===== config.mk =====
export PLATFORM = sky130hd
export DESIGN_NAME = operand_stage_reg
export DESIGN_NICKNAME = d
export VERILOG_FILES = /design/src/rtl/operand_stage_reg.sv
export SDC_FILE = /design/constraint.sdc
export NUM_CORES = 1
export LEC_CHECK = 0
export CAP_MARGIN = 10
export CORE_UTILIZATION = 57
export DETAILED_ROUTE_END_ITERATION = 7
export PLACE_DENSITY = 0.88
export RECOVER_POWER = 50
export SETUP_SLACK_MARGIN = 0.4
export SYNTH_ARGS = -nofsm -noshare
export SYNTH_HDL_FRONTEND = slang
export SYNTH_SLANG_ARGS = --single-unit

===== constraint.sdc =====
create_clock -name clk -period 12.7 [get_ports clk]
set_input_delay 2.54 -clock clk [delete_from_list [all_inputs] [get_ports clk]]
set_output_delay 2.54 -clock clk [all_outputs]
set_load 0.01 [all_outputs]

===== src/rtl/operand_stage_reg.sv =====
// Operand pipeline stage between register-file read and ALU input: NUM_OPS
// registered operands with valid/ready, optional skid entry, flush and writeback forwarding.
module operand_stage_reg #(
  parameter int WIDTH   = 32,
  parameter int NUM_OPS = 2,
  parameter int ADDR_W  = 5,
  parameter int SKID    = 1
) (
  input  logic                      clk,
  input  logic                      reset,
  input  logic                      flush,
  input  logic                      in_valid,
  output logic                      in_ready,
  input  logic [NUM_OPS*WIDTH-1:0]  in_data,
  input  logic [NUM_OPS*ADDR_W-1:0] in_addr,
  input  logic                      wb_en,
  input  logic [ADDR_W-1:0]         wb_addr,
  input  logic [WIDTH-1:0]          wb_data,
  output logic                      out_valid,
  input  logic                      out_ready,
  output logic [NUM_OPS*WIDTH-1:0]  out_data
);

  typedef enum logic [1:0] {EMPTY = 2'd0, ONE = 2'd1, FULL = 2'd2} state_t;

  state_t                    r_state;
  state_t                    w_next;
  logic [NUM_OPS*WIDTH-1:0]  r_main_data;
  logic [NUM_OPS*ADDR_W-1:0] r_main_addr;
  logic [NUM_OPS*WIDTH-1:0]  r_skid_data;
  logic [NUM_OPS*ADDR_W-1:0] r_skid_addr;
  logic [NUM_OPS*WIDTH-1:0]  w_in_f;
  logic [NUM_OPS*WIDTH-1:0]  w_main_f;
  logic [NUM_OPS*WIDTH-1:0]  w_skid_f;
  logic                      w_rdy;
  logic                      w_accept;
  logic                      w_consume;
  logic                      w_ld_main_in;
  logic                      w_ld_main_skid;
  logic                      w_ld_skid;

  // Replace every channel whose source register is being written back this cycle.
  function automatic logic [NUM_OPS*WIDTH-1:0] fwd(
    input logic [NUM_OPS*WIDTH-1:0]  d,
    input logic [NUM_OPS*ADDR_W-1:0] a,
    input logic                      en,
    input logic [ADDR_W-1:0]         wa,
    input logic [WIDTH-1:0]          wd
  );
    logic [NUM_OPS*WIDTH-1:0] r;
    r = d;
    for (int k = 0; k < NUM_OPS; k++) begin
      if (en && (wa != '0) && (a[k*ADDR_W +: ADDR_W] == wa)) r[k*WIDTH +: WIDTH] = wd;
    end
    return r;
  endfunction

  assign w_in_f   = fwd(in_data, in_addr, wb_en, wb_addr, wb_data);
  assign w_main_f = fwd(r_main_data, r_main_addr, wb_en, wb_addr, wb_data);
  assign w_skid_f = fwd(r_skid_data, r_skid_addr, wb_en, wb_addr, wb_data);

  assign w_rdy     = (SKID != 0) ? (r_state != FULL) : ((r_state == EMPTY) || out_ready);
  assign in_ready  = !reset && w_rdy;
  assign out_valid = (r_state != EMPTY);
  assign out_data  = r_main_data;
  assign w_accept  = in_valid && in_ready;
  assign w_consume = out_valid && out_ready;

  always_comb begin
    w_next         = r_state;
    w_ld_main_in   = 1'b0;
    w_ld_main_skid = 1'b0;
    w_ld_skid      = 1'b0;
    case (r_state)
      EMPTY: begin
        if (w_accept) begin
          w_next       = ONE;
          w_ld_main_in = 1'b1;
        end
      end
      ONE: begin
        if (w_accept && w_consume) begin
          w_ld_main_in = 1'b1;
        end else if (w_accept && (SKID != 0)) begin
          w_next    = FULL;
          w_ld_skid = 1'b1;
        end else if (w_consume) begin
          w_next = EMPTY;
        end
      end
      FULL: begin
        if (w_consume) begin
          w_next         = ONE;
          w_ld_main_skid = 1'b1;
        end
      end
      default: w_next = EMPTY;
    endcase
    // Flush drops everything held plus anything accepted this cycle.
    if (flush) begin
      w_next         = EMPTY;
      w_ld_main_in   = 1'b0;
      w_ld_main_skid = 1'b0;
      w_ld_skid      = 1'b0;
    end
  end

  always_ff @(posedge clk or posedge reset) begin
    if (reset) begin
      r_state     <= EMPTY;
      r_main_data <= '0;
      r_main_addr <= '0;
      r_skid_data <= '0;
      r_skid_addr <= '0;
    end else begin
      r_state <= w_next;
      if (w_ld_main_in) begin
        r_main_data <= w_in_f;
        r_main_addr <= in_addr;
      end else if (w_ld_main_skid) begin
        r_main_data <= w_skid_f;
        r_main_addr <= r_skid_addr;
      end else begin
        r_main_data <= w_main_f;
      end
      if (w_ld_skid) begin
        r_skid_data <= w_in_f;
        r_skid_addr <= in_addr;
      end else begin
        r_skid_data <= w_skid_f;
      end
    end
  end

endmodule


# Word level (Yosys, flattened, before mapping)
# Index checks and enable logic that the tools add are counted.
# Widths: inputs -> output; s select.
[classes]
n_reduce_logical = 19
muxes = 28
eq_ne = 13
[ops]
columns = ["op", "n"]
rows = [
  ["$mux 32", 6],
  ["$mux 64", 3],
  ["$eq 5x5->1", 6],
  ["$mux 10", 2],
  ["$mux 2", 6],
  ["$logic_and 1x1->1", 11],
  ["$mux 1", 9],
  ["$ne 3x3->1 const B", 3],
  ["$pmux 2 s3", 1],
  ["$reduce_bool 3->1", 2],
  ["$reduce_bool 5->1", 1],
  ["$ne 4x4->1 const B", 1],
  ["$reduce_and 4->1", 1],
  ["$reduce_bool 2->1", 2],
  ["$eq 2x1->1 const B", 1],
  ["$eq 2x2->1 const B", 1],
  ["$logic_not 2->1", 1],
  ["$ne 2x2->1 const B", 1],
  ["$pmux 1 s2", 1],
  ["$logic_not 1->1", 1],
]
[totals]
elab_cells = 66
output_inout_bits = 66
inputBits = 117
regBits = 150

# Logic depth before layout (Yosys ltp)
# Gate-level depths: netlist of run 1.
[logic_depth]
depth_word = 8
ltp_mapped = 8
ltp_nobuf = 5

# Worst setup path after synthesis of run 1
# Ideal clock, no wire load.
[synth_path]
path_type = "in2out"
startpoint = "in reset"
endpoint = "out in_ready"
t_arrival_ns = 2.739
cell_stages = 1
slack_ns = 7.421
path_cell_list = "a21oi_1"
[synth_between]
elab_chain_cells = 2
[synth_lines]
columns = ["item", "line", "text"]
rows = [
  ["start: declaration", "10", "input logic reset,"],
  ["$logic_not 1->1 (no line)", "n/a", ""],
  ["$logic_and 1x1->1", "63", "assign in_ready = !reset && w_rdy;"],
  ["end: declaration", "13", "output logic in_ready,"],
]
# Every way passes these cells.

# Final worst setup path of run 1
# Same ends and word-level chain as after synthesis.

==> results.txt, run 1 <==
----------------------------------------------------
[Yosys]
  Avg Cell Area, Syn ... 9.00 um2
  Dominant synthesized flop cell ... sky130_fd_sc_hd__dfrtp_1
  Count of yosys warnings during synthesis ... 0
  Number of distinct library cell variants in the gate-level netlist after synthesis ... 44
  Number of synthesized flops with an enable pin ... 0
  Post-synth ARST share ... 100%
  Cell taking the most area after synthesis ... sky130_fd_sc_hd__dfrtp_1
  Post-synth net total ... approximately 1200
  Sequential-to-total area share from yosys stat ... roughly 40%
  Number of instances in the synthesized netlist ... 1041
  Largest cells by area after synthesis ... sky130_fd_sc_hd__dfrtp_1, sky130_fd_sc_hd__a221oi_1, sky130_fd_sc_hd__o31ai_1, sky130_fd_sc_hd__nand2_1, sky130_fd_sc_hd__mux2_4
  Synthesized flop and latch total ... 150
  Post-Syn Area ... ~0.0094 mm2
  Area fraction of the dominant cell type after synthesis ... 40.1%

[Worst setup path]
  Reg-to-reg critical path endpoint ... out_data[2]
  Startpoint Class ... input port
  Register-to-Register Path Depth ... 6
  Arrival time at the worst endpoint ... ~3.8 ns
  Worst r2r src ... r_state[1]
  Type of destination of the critical path ... output port
  Req. time, crit path ... slightly above 10 ns
  Critical-path maximum fanout ... 3
  Path type of the worst setup path ... in2out
  Register-to-Register Setup Slack ... 9.65 ns

[Finish]
  Layout overhead on the synthesized area ... 26.8%
  Number of inserted diodes ... 0
  Commonest non-fill, non-tap cells in the layout ... sky130_fd_sc_hd__dfrtp_1, sky130_fd_sc_hd__nand2_1, sky130_fd_sc_hd__clkdlybuf4s50_1
  Share of final-layout standard cells stronger than drive strength 1 ... approximately 8.5%
  Most frequent standard cell in the layout excluding fill and tap cells ... sky130_fd_sc_hd__dfrtp_1
  Number of nets in the layout ... ~1300

[Timing]
  Post-route clock skew ... between 0.006 and 0.007 ns
  Unrepaired setup endpoints after global routing ... no
  Number of max-slew violations in the final report ... between 70 and 80
  Sum Neg Setup Slack ... 0 ns
  Hold Vio Cnt, Final ... 0
  Normalized max-slew margin ... -139%
  Final critical delay including setup and external delays ... around 6.3 ns
  Worst-margin pin slew ... between 3 and 4 ns
  Final count of negative-setup-slack endpoints ... 0
  Achievable Freq ... roughly 160 MHz
  Final period util ... about 50%

[Floorplan]
  Die height ... 130 um
  Starting density of the core ... ~60%
  Core box area ... approximately 0.016 mm2
  I/O pins ... about 180
  Full die area ... roughly 0.017 mm2
  Row count ... 46
  Die width ... ~130 um

[Pwr]
  P_leak ... approximately 5 nW
  Clock Power Share ... 28.9%
  Power per cell area ... ~160 mW/mm2
  Gate power share ... between 30% and 40%
  Flop pwr share ... around two fifths
  Switching share of power ... 30.4%
  Internal cell power ... ~1.3 mW
  Worst-case vdd ir drop ... roughly 110 uV
  Switch Pwr ... 0.571 mW
  Post-layout total power ... 1.88 mW

[GRT]
  Leftover overflow at the end of global routing ... 0
  Met1 usage in global routing ... approximately 47%
  M2 GR Usage ... about 58%
  Number of antenna violations at the first check in global routing ... 1
  Met3 track utilization from global routing ... approximately 9.0%
  Global-route wire length before repair ... around 48 mm
  Maximum number of pins on one net before global-route repair ... between 90 and 100
  Number of global-route vias before repair ... between 9000 and 10000
  Global route hottest layer ... met2
  Total track usage ... between 30% and 40%

[Clock network]
  Number of hold buffers added after cts ... 0
  Resized cells post-CTS ... 0
  Clock sink count ... 150
  Clock slew seen by the registers of the worst setup and hold paths ... 0.06 ns
  Number of buffers added by the clock tree synthesis step ... 17
  Clock tree from TritonCTS ... yes
  Post-CTS Setup Bufs ... 0
  Longest Clk Path Bufs ... 2
  Clk Latency, worst-skew pair ... roughly 0.43 ns
  # H-tree levels ... 4
  Clock Root Buffer ... sky130_fd_sc_hd__clkbuf_16

[Route]
  DRC marker count from the first detailed-route iteration ... around 1600
  Overall via count from detail_route ... approximately 9500
  Post-route ant nets ... 0
  1st-pass router iterations ... 6
  Routed len/inst ... approximately 22 um
  Final WL ... 30.7 mm
  Average vias per placed instance ... roughly 7
  DRC ... 0

[Min path]
  Hold-critical path depth ... 2
  End point of the worst hold path ... out_data[31]
  Beginning of the worst hold path ... out_data[31]
  HP Class ... reg2reg

[Placed design]
  Final weighted congestion of routability-driven global placement ... slightly below 0.9
  Buffers added on ports ... roughly 180
  DP HPWL ... 18.3 mm

[Job]
  Max capacitance violation total ... 1

[Status]
  Result of the run ... complete, but fails checks
  Violations in the final reports ... max-capacitance violations, max-slew violations

----------------------------------------------------
## sequential cells by signal (all words and copies together), names as in the netlist
name         count
out_data        64
r_main_addr     10
r_skid_addr     10
r_state          2
r_skid_data     64
## cell usage after synthesis (10+ instances only)
| cell | instances |
|---|---|
| sky130_fd_sc_hd__o22ai_1 | 10 |
| sky130_fd_sc_hd__o31ai_1 | 67 |
| sky130_fd_sc_hd__o22a_1 | 32 |
| sky130_fd_sc_hd__dfrtp_1 | 150 |
| sky130_fd_sc_hd__o21ai_0 | 33 |
| sky130_fd_sc_hd__a21oi_1 | 34 |
| sky130_fd_sc_hd__buf_1 | 12 |
| sky130_fd_sc_hd__clkbuf_1 | 55 |
| sky130_fd_sc_hd__o21a_1 | 34 |
| sky130_fd_sc_hd__nor2_1 | 88 |
| sky130_fd_sc_hd__a211o_1 | 32 |
| sky130_fd_sc_hd__mux2i_1 | 33 |
| sky130_fd_sc_hd__inv_1 | 69 |
| sky130_fd_sc_hd__mux2_4 | 30 |
| sky130_fd_sc_hd__nand2_1 | 132 |
| sky130_fd_sc_hd__nand4_1 | 33 |
| sky130_fd_sc_hd__a221oi_1 | 95 |
| sky130_fd_sc_hd__xnor2_1 | 23 |
| sky130_fd_sc_hd__buf_2 | 29 |
## stage by stage
stage / setup slack [ns] / hold WS [ns] / instance area (um2) / util, % / std cells
6_report: 6.37 / 0.473 / 11900 / 74.5 / 1391
5_1_grt: 6.28 / 0.495 / 11900 / 74.5 / 1391
4_1_cts: 6.41 / 0.480 / 11900 / 74.6 / 1391
3_5_place_dp: 6.41 / 0.467 / 11300 / 70.7 / 1359
3_3_place_gp: 6.43 / 0.459 / 11300 / 70.7 / 1359
2_1_floorplan: 6.12 / 0.489 / 9370 / - / 1041
## cell families after synthesis
group / synth area share (%)
compound gates: 27.9
xor+xnor: 2.80
buf+inv: 7.68
flops: 40.1
mux: 8.57
simple gates: 13.0
## power by group through the flow
stage          combinational [mW]  clock, mW  sequential [mW]
6_report                    0.582      0.543            0.756
4_1_cts                     0.601      0.543            0.753
5_1_grt                     0.631      0.564            0.769
3_3_place_gp                0.572          0            0.749
3_5_place_dp                0.595          0            0.758
2_1_floorplan               0.327          0            0.761
## worst max-delay path: stages
cell and delay [ns]:
sky130_fd_sc_hd__dlygate4sd3_1 0.58, sky130_fd_sc_hd__a21oi_1 0.12, sky130_fd_sc_hd__clkdlybuf4s50_1 0.55
## worst max-delay path by stage
| stage | end | cells after the start | startpoint | slack, ns |
|---|---|---|---|---|
| 6_report | in_ready | 3 | reset | 6.37 |
| 5_1_grt | out_data[41] | 3 | reset | 6.28 |
| 4_1_cts | in_ready | 3 | reset | 6.41 |
| 3_5_place_dp | in_ready | 3 | reset | 6.41 |
| 3_3_place_gp | in_ready | 3 | reset | 6.43 |
| 2_1_floorplan | out_data[0] | 1 | reset | 6.12 |
## metal layers
layer,share of wire [%],vias up,wire length (um)
li1,-,4062,-
met1,38,4627,11500
met2,47,687,14300
met3,11,132,3470
met4,4.5,2,1380
met5,0.042,-,13
## final cells by class
type	instances	area [um2]
clock buffers	23	478
clock inverters	9	148
fillers	1164	4060
inverters	69	260
multi-input cells	719	4980
flip-flops and latches	150	3750
well taps	216	270
repair buffers	205	1990
Power figures use the tool's default switching activity.
==> run 2: changes to the inputs <==
--- a/config.mk
+++ b/config.mk
@@ -6,9 +6,9 @@
 export NUM_CORES = 1
 export LEC_CHECK = 0
 export CAP_MARGIN = 10
-export CORE_UTILIZATION = 57
+export CORE_UTILIZATION = 53
 export DETAILED_ROUTE_END_ITERATION = 7
-export PLACE_DENSITY = 0.88
+export PLACE_DENSITY = 0.82
 export RECOVER_POWER = 50
 export SETUP_SLACK_MARGIN = 0.4
 export SYNTH_ARGS = -nofsm -noshare
==> constraint.sdc (replaced) <==
create_clock -name clk -period 6.05 [get_ports clk]
set_input_delay 1.21 -clock clk [delete_from_list [all_inputs] [get_ports clk]]
set_output_delay 1.21 -clock clk [all_outputs]
set_load 0.01 [all_outputs]
==> run 2 against run 1 <==
  * The flow still finishes with violations (max-capacitance violations, max-slew violations)
  * Worst hold slack got worse by 0.0046 ns
  * Via count decreased by 3.7%
  * Largest cell class unchanged
  * Sequential share of layout area decreased by 0.090 points
  * Clock skew up 0.0016 ns
  * Combinational power rose by 110%
  * Worst setup slack worse by 4.8 ns
  * Critical path depth increased by 5
  * Power increased by 110%
  * Critical path type is now in2reg
==> results.txt, run 2 (synthesized netlist as in run 1, its figures left out) <==
----------------------------------------------------
[Status]
  Result of the run ... complete, but fails checks
  Violations in the final reports ... max-capacitance violations, max-slew violations

[Route]
  Post-route ant nets ... 0
  DRC marker count from the first detailed-route iteration ... roughly 1100
  Average vias per placed instance ... between 6 and 7
  DRC ... 0
  Overall via count from detail_route ... about 9000
  1st-pass router iterations ... 6
  Routed len/inst ... around 22 um
  Final WL ... 30.2 mm

[Clock network]
  # H-tree levels ... 4
  Clock tree from TritonCTS ... yes
  Longest Clk Path Bufs ... 2
  Post-CTS Setup Bufs ... 0
  Number of buffers added by the clock tree synthesis step ... 17
  Clock slew seen by the registers of the worst setup and hold paths ... roughly 0.06 ns
  Clock sink count ... 150
  Number of hold buffers added after cts ... 0
  Clock Root Buffer ... sky130_fd_sc_hd__clkbuf_16
  Clk Latency, worst-skew pair ... 0.44 ns
  Resized cells post-CTS ... 0

[Placed design]
  DP HPWL ... roughly 18 mm
  Area after DPL ... 0.0113 mm2
  Final weighted congestion of routability-driven global placement ... around 0.85
  Buffers added on ports ... roughly 180

[Timing]
  Unrepaired setup endpoints after global routing ... no
  Normalized max-slew margin ... -14.8%
  Sum Neg Setup Slack ... 0 ns
  Post-route clock skew ... approximately 0.0085 ns
  Worst-margin pin slew ... roughly 1.7 ns
  Number of max-slew violations in the final report ... 59
  Hold Vio Cnt, Final ... 0
  Final period util ... about three quarters
  Final critical delay including setup and external delays ... around 4.5 ns
  Final count of negative-setup-slack endpoints ... 0
  Achievable Freq ... 224 MHz

[GRT]
  Maximum number of pins on one net before global-route repair ... between 100 and 150
  Global-route wire length before repair ... approximately 48 mm
  Number of global-route vias before repair ... 8806
  Leftover overflow at the end of global routing ... 0
  Number of antenna violations at the first check in global routing ... 0
  Total track usage ... roughly 34%

[Job]
  Max capacitance violation total ... 2

[Pwr]
  P_leak ... between 4 and 5 nW
  Worst-case vdd ir drop ... between 200 and 250 uV
  Power per cell area ... about 330 mW/mm2

[Finish]
  Share of final-layout standard cells stronger than drive strength 1 ... under 10%
  Layout overhead on the synthesized area ... 27.1%
  Most frequent standard cell in the layout excluding fill and tap cells ... sky130_fd_sc_hd__dfrtp_1
  Number of nets in the layout ... around 1300
  Commonest non-fill, non-tap cells in the layout ... sky130_fd_sc_hd__dfrtp_1, sky130_fd_sc_hd__clkdlybuf4s50_1, sky130_fd_sc_hd__nand2_1
  Final standard cell area without fillers ... between 0.01 and 0.015 mm2
  Number of inserted diodes ... 0

[Floorplan]
  Core box area ... roughly 0.017 mm2
  I/O pins ... 183
  Row count ... 48
  Die height ... roughly 130 um
  Die width ... ~130 um
  Full die area ... between 0.015 and 0.02 mm2
  Starting density of the core ... ~54%

[Worst setup path]
  Type of destination of the critical path ... flop
  Arrival time at the worst endpoint ... between 4 and 5 ns
  Req. time, crit path ... around 6.4 ns
  Path type of the worst setup path ... in2reg
  Critical-path maximum fanout ... between 50 and 60
  Startpoint Class ... input port

[Min path]
  HP Class ... reg2reg

----------------------------------------------------
run 2: layer usage:
| layer | up-vias | share of wire [%] | GRT usage (%) |
|---|---|---|---|
| met5 | - | 0 | 0 |
| met4 | 0 | 3.3 | 15.9 |
| met3 | 84 | 10 | 7.92 |
| met2 | 609 | 47 | 52.3 |
| met1 | 4386 | 40 | 45.1 |
| li1 | 4078 | - | - |
run 2: power by group:
group	switching (mW)	leakage, nW	internal [mW]
clock	0.443	0.302	0.712
sequential	0.223	1.77	1.36
combinational	0.545	2.87	0.690
run 2: final timing paths:
kind | startpoint | slack, ns | endpoint | depth (start not counted)
min reg2reg | out_data[12] | 0.47 | out_data[12] | 2
min in group asynchronous | reset | 1.48 | r_state[0] | 2
max reg2reg | r_state[0] | 3.07 | r_skid_data[10] | 7
max in group asynchronous | reset | 2.42 | out_data[17] | 3
min | out_data[12] | 0.47 | out_data[12] | 2
max | wb_addr[1] | 1.59 | out_data[17] | 8
run 2: critical path, cell delays in order:
cell and delay, ns:
sky130_fd_sc_hd__clkdlybuf4s50_1 0.59, sky130_fd_sc_hd__or4_4 0.63, sky130_fd_sc_hd__o21ai_4 0.56, sky130_fd_sc_hd__buf_4 0.69
sky130_fd_sc_hd__or3_1 0.22, sky130_fd_sc_hd__buf_4 0.39, sky130_fd_sc_hd__a221oi_1 0.19, sky130_fd_sc_hd__o31ai_1 0.28
run 2: final cells by class:
class	count	area, um2
fill	1334	5380
multi-input combinational	719	5000
sequential	150	3750
timing repair buffer	205	1980
clock buffer	20	457
tap	225	282
inverter	69	264
clock inverter	12	175
run 2: metrics by stage:
| step | util (%) | setup WS (ns) | hold WS (ns) | power [mW] | cells |
|---|---|---|---|---|---|
| after floorplan | - | 0.804 | 0.489 | 2.28 | 1041 |
| after global placement | 65.3 | 1.38 | 0.461 | 2.79 | 1368 |
| after detailed placement | 65.3 | 1.25 | 0.465 | 2.84 | 1368 |
| after CTS | 68.9 | 1.67 | 0.479 | 3.99 | 1400 |
| after global routing | 68.9 | 1.44 | 0.497 | 4.16 | 1400 |
| final | 68.9 | 1.59 | 0.468 | 3.97 | 1400 |
==> run 3: changes to the inputs <==
==> constraint.sdc (replaced) <==
create_clock -name clk -period 4.2 [get_ports clk]
set_input_delay 0.84 -clock clk [delete_from_list [all_inputs] [get_ports clk]]
set_output_delay 0.84 -clock clk [all_outputs]
set_load 0.01 [all_outputs]
==> run 3 against run 2 <==
  * Die area unchanged
  * Sequential share of layout area fell by 0.41 points
  * The run still ends with max-capacitance violations, max-slew violations left
  * Core utilization rose by 0.92 points
  * Worst hold slack improved by 0.0016 ns
  * Combinational power increased by 46%
  * Critical path type unchanged
  * Design area increased by 1.3%
==> results.txt, run 3 (synthesized netlist as in run 1, its figures left out) <==
----------------------------------------------------
[Status]
  Result of the run ... complete, but fails checks
  Violations in the final reports ... max-capacitance violations, max-slew violations

[Worst setup path]
  Cell Chain, Critical Path ... dlygate4sd3_1 -> nand2b_1 -> nor4b_4 -> clkbuf_1 -> o31ai_4 -> buf_4 -> o22a_1 -> o21a_1
  Arrival time at the worst endpoint ... between 3 and 4 ns
  Delay of the slowest cell on the worst path ... around 0.84 ns
  Req. time, crit path ... ~4.5 ns
  Path type of the worst setup path ... in2reg
  Startpoint Class ... input port
  Critical-path maximum fanout ... 20
  Cell with the largest stage delay on the worst path ... sky130_fd_sc_hd__clkbuf_1
  Type of destination of the critical path ... flop

[Timing]
  Unrepaired setup endpoints after global routing ... no
  Normalized max-slew margin ... -5.36%
  Sum Neg Setup Slack ... 0 ns
  Post-route clock skew ... 0.00777 ns
  Final period util ... 85.2%
  Hold Vio Cnt, Final ... 0
  Achievable Freq ... about 280 MHz
  Number of max-slew violations in the final report ... 33
  Setup slack of the critical path after layout ... roughly 0.62 ns
  Final count of negative-setup-slack endpoints ... 0
  Worst-margin pin slew ... between 1.5 and 2 ns
  Final critical delay including setup and external delays ... around 3.6 ns

[Clock network]
  Clock sink count ... 150
  Resized cells post-CTS ... 0
  Longest Clk Path Bufs ... 2
  Clock tree from TritonCTS ... yes
  Post-CTS Setup Bufs ... 0
  Number of hold buffers added after cts ... 0
  # H-tree levels ... 4
  Clock Root Buffer ... sky130_fd_sc_hd__clkbuf_16
  Number of buffers added by the clock tree synthesis step ... 17
  Clk Latency, worst-skew pair ... roughly 0.43 ns
  Clock slew seen by the registers of the worst setup and hold paths ... around 0.060 ns

[Route]
  Final WL ... about 31 mm
  DRC ... 0
  Average vias per placed instance ... about 6.7
  Routed len/inst ... 22.2 um
  1st-pass router iterations ... 6
  DRC marker count from the first detailed-route iteration ... 1120
  Overall via count from detail_route ... ~9400
  Post-route ant nets ... 0

[Placed design]
  Number of placed cells counting well taps ... around 1400
  DP HPWL ... just under 20 mm
  Final weighted congestion of routability-driven global placement ... 0.908
  Area after DPL ... between 0.01 and 0.015 mm2
  Minimum setup slack after placement ... 0.323 ns
  Buffers added on ports ... 182

[Finish]
  Number of inserted diodes ... 0
  Post-layout util ... between 60% and 70%
  Non-filler cells in the finished layout ... roughly 1400
  Number of nets in the layout ... ~1300
  Commonest non-fill, non-tap cells in the layout ... sky130_fd_sc_hd__clkdlybuf4s50_1, sky130_fd_sc_hd__dfrtp_1, sky130_fd_sc_hd__nand2_1
  Final-layout fill cell count ... about 1300
  Final standard cell area without fillers ... around 0.012 mm2
  Share of final-layout standard cells stronger than drive strength 1 ... a little under a tenth
  Layout overhead on the synthesized area ... 28.8%

[GRT]
  Number of global-route vias before repair ... ~9200
  Maximum number of pins on one net before global-route repair ... 76
  Leftover overflow at the end of global routing ... 0
  Global-route wire length before repair ... between 40 and 50 mm
  Total track usage ... between 30% and 40%
  Number of antenna violations at the first check in global routing ... 0

[Floorplan]
  Starting density of the core ... ~54%
  Die height ... 135 um
  Die width ... ~130 um
  Full die area ... 0.0182 mm2
  Core box area ... 0.0173 mm2
  Row count ... between 40 and 50
  I/O pins ... between 150 and 200

[Min path]
  HP Class ... reg2reg

[Pwr]
  P_leak ... a little over 5 nW
  Worst-case vdd ir drop ... around 320 uV
  Power per cell area ... 478 mW/mm2

[Job]
  Max capacitance violation total ... 1

----------------------------------------------------
## run 3: cell types whose count changed in the layout (fill, tap and decap cells not counted), moves of 2 or more
cell	previous run	this run
sky130_fd_sc_hd__buf_4	20	27
sky130_fd_sc_hd__clkinvlp_4	3	1
sky130_fd_sc_hd__buf_12	0	5
sky130_fd_sc_hd__clkbuf_8	2	5
sky130_fd_sc_hd__inv_6	2	0
## run 3: worst max-delay path, delay by kind of cell
| kind | cells | cell delay, ns |
|---|---|---|
| AOI/OAI and AO/OA | 3 | 0.74 |
| buffers and inverters | 3 | 1.78 |
| and+or+nand+nor | 2 | 0.52 |
## run 3: final timing paths
kind | start | endpoint | slack (ns) | cells after the start
setup / recovery | reset | r_skid_data[54] | 0.62 | 8
setup reg to reg | r_state[0] | r_skid_data[54] | 1.19 | 7
max in group asynchronous | reset | r_skid_data[38] | 1.16 | 3
min in group asynchronous | reset | out_data[28] | 1.29 | 2
hold / removal | out_data[8] | out_data[8] | 0.47 | 2
hold reg to reg | out_data[8] | out_data[8] | 0.47 | 2
## run 3: cell type report
cell class                 count  area [um2]  share of cell area, %
multi-input combinational    719        5000                   41.4
sequential                   150        3750                   31.1
timing repair buffer         216        2130                   17.7
clock buffer                  24         502                   4.16
tap                          225         282                   2.33
inverter                      69         260                   2.16
clock inverter                 8         143                   1.18
## run 3: routing by layer
metal / share of wire [%] / global-route usage, %
met5: 0 / 0
met2: 46 / 55.7
met4: 4.1 / 18.0
met1: 39 / 46.5
met3: 10 / 6.49
## run 3: power by group
part / total, mW / internal, mW / leakage, nW / switching (mW)
Combinational: 1.80 / 1.00 / 2.95 / 0.796
Clock: 1.68 / 1.07 / 0.316 / 0.611
Sequential: 2.29 / 1.96 / 1.77 / 0.325
Total: 5.77 / 4.04 / 5.03 / 1.73
## run 3: stage by stage
stage	power [mW]	hold slack [ns]
CTS	5.79	0.482
floorplan	3.29	0.489
global route	6.03	0.504
finish	5.77	0.470
detailed placement	4.11	0.469
global placement	4.04	0.462
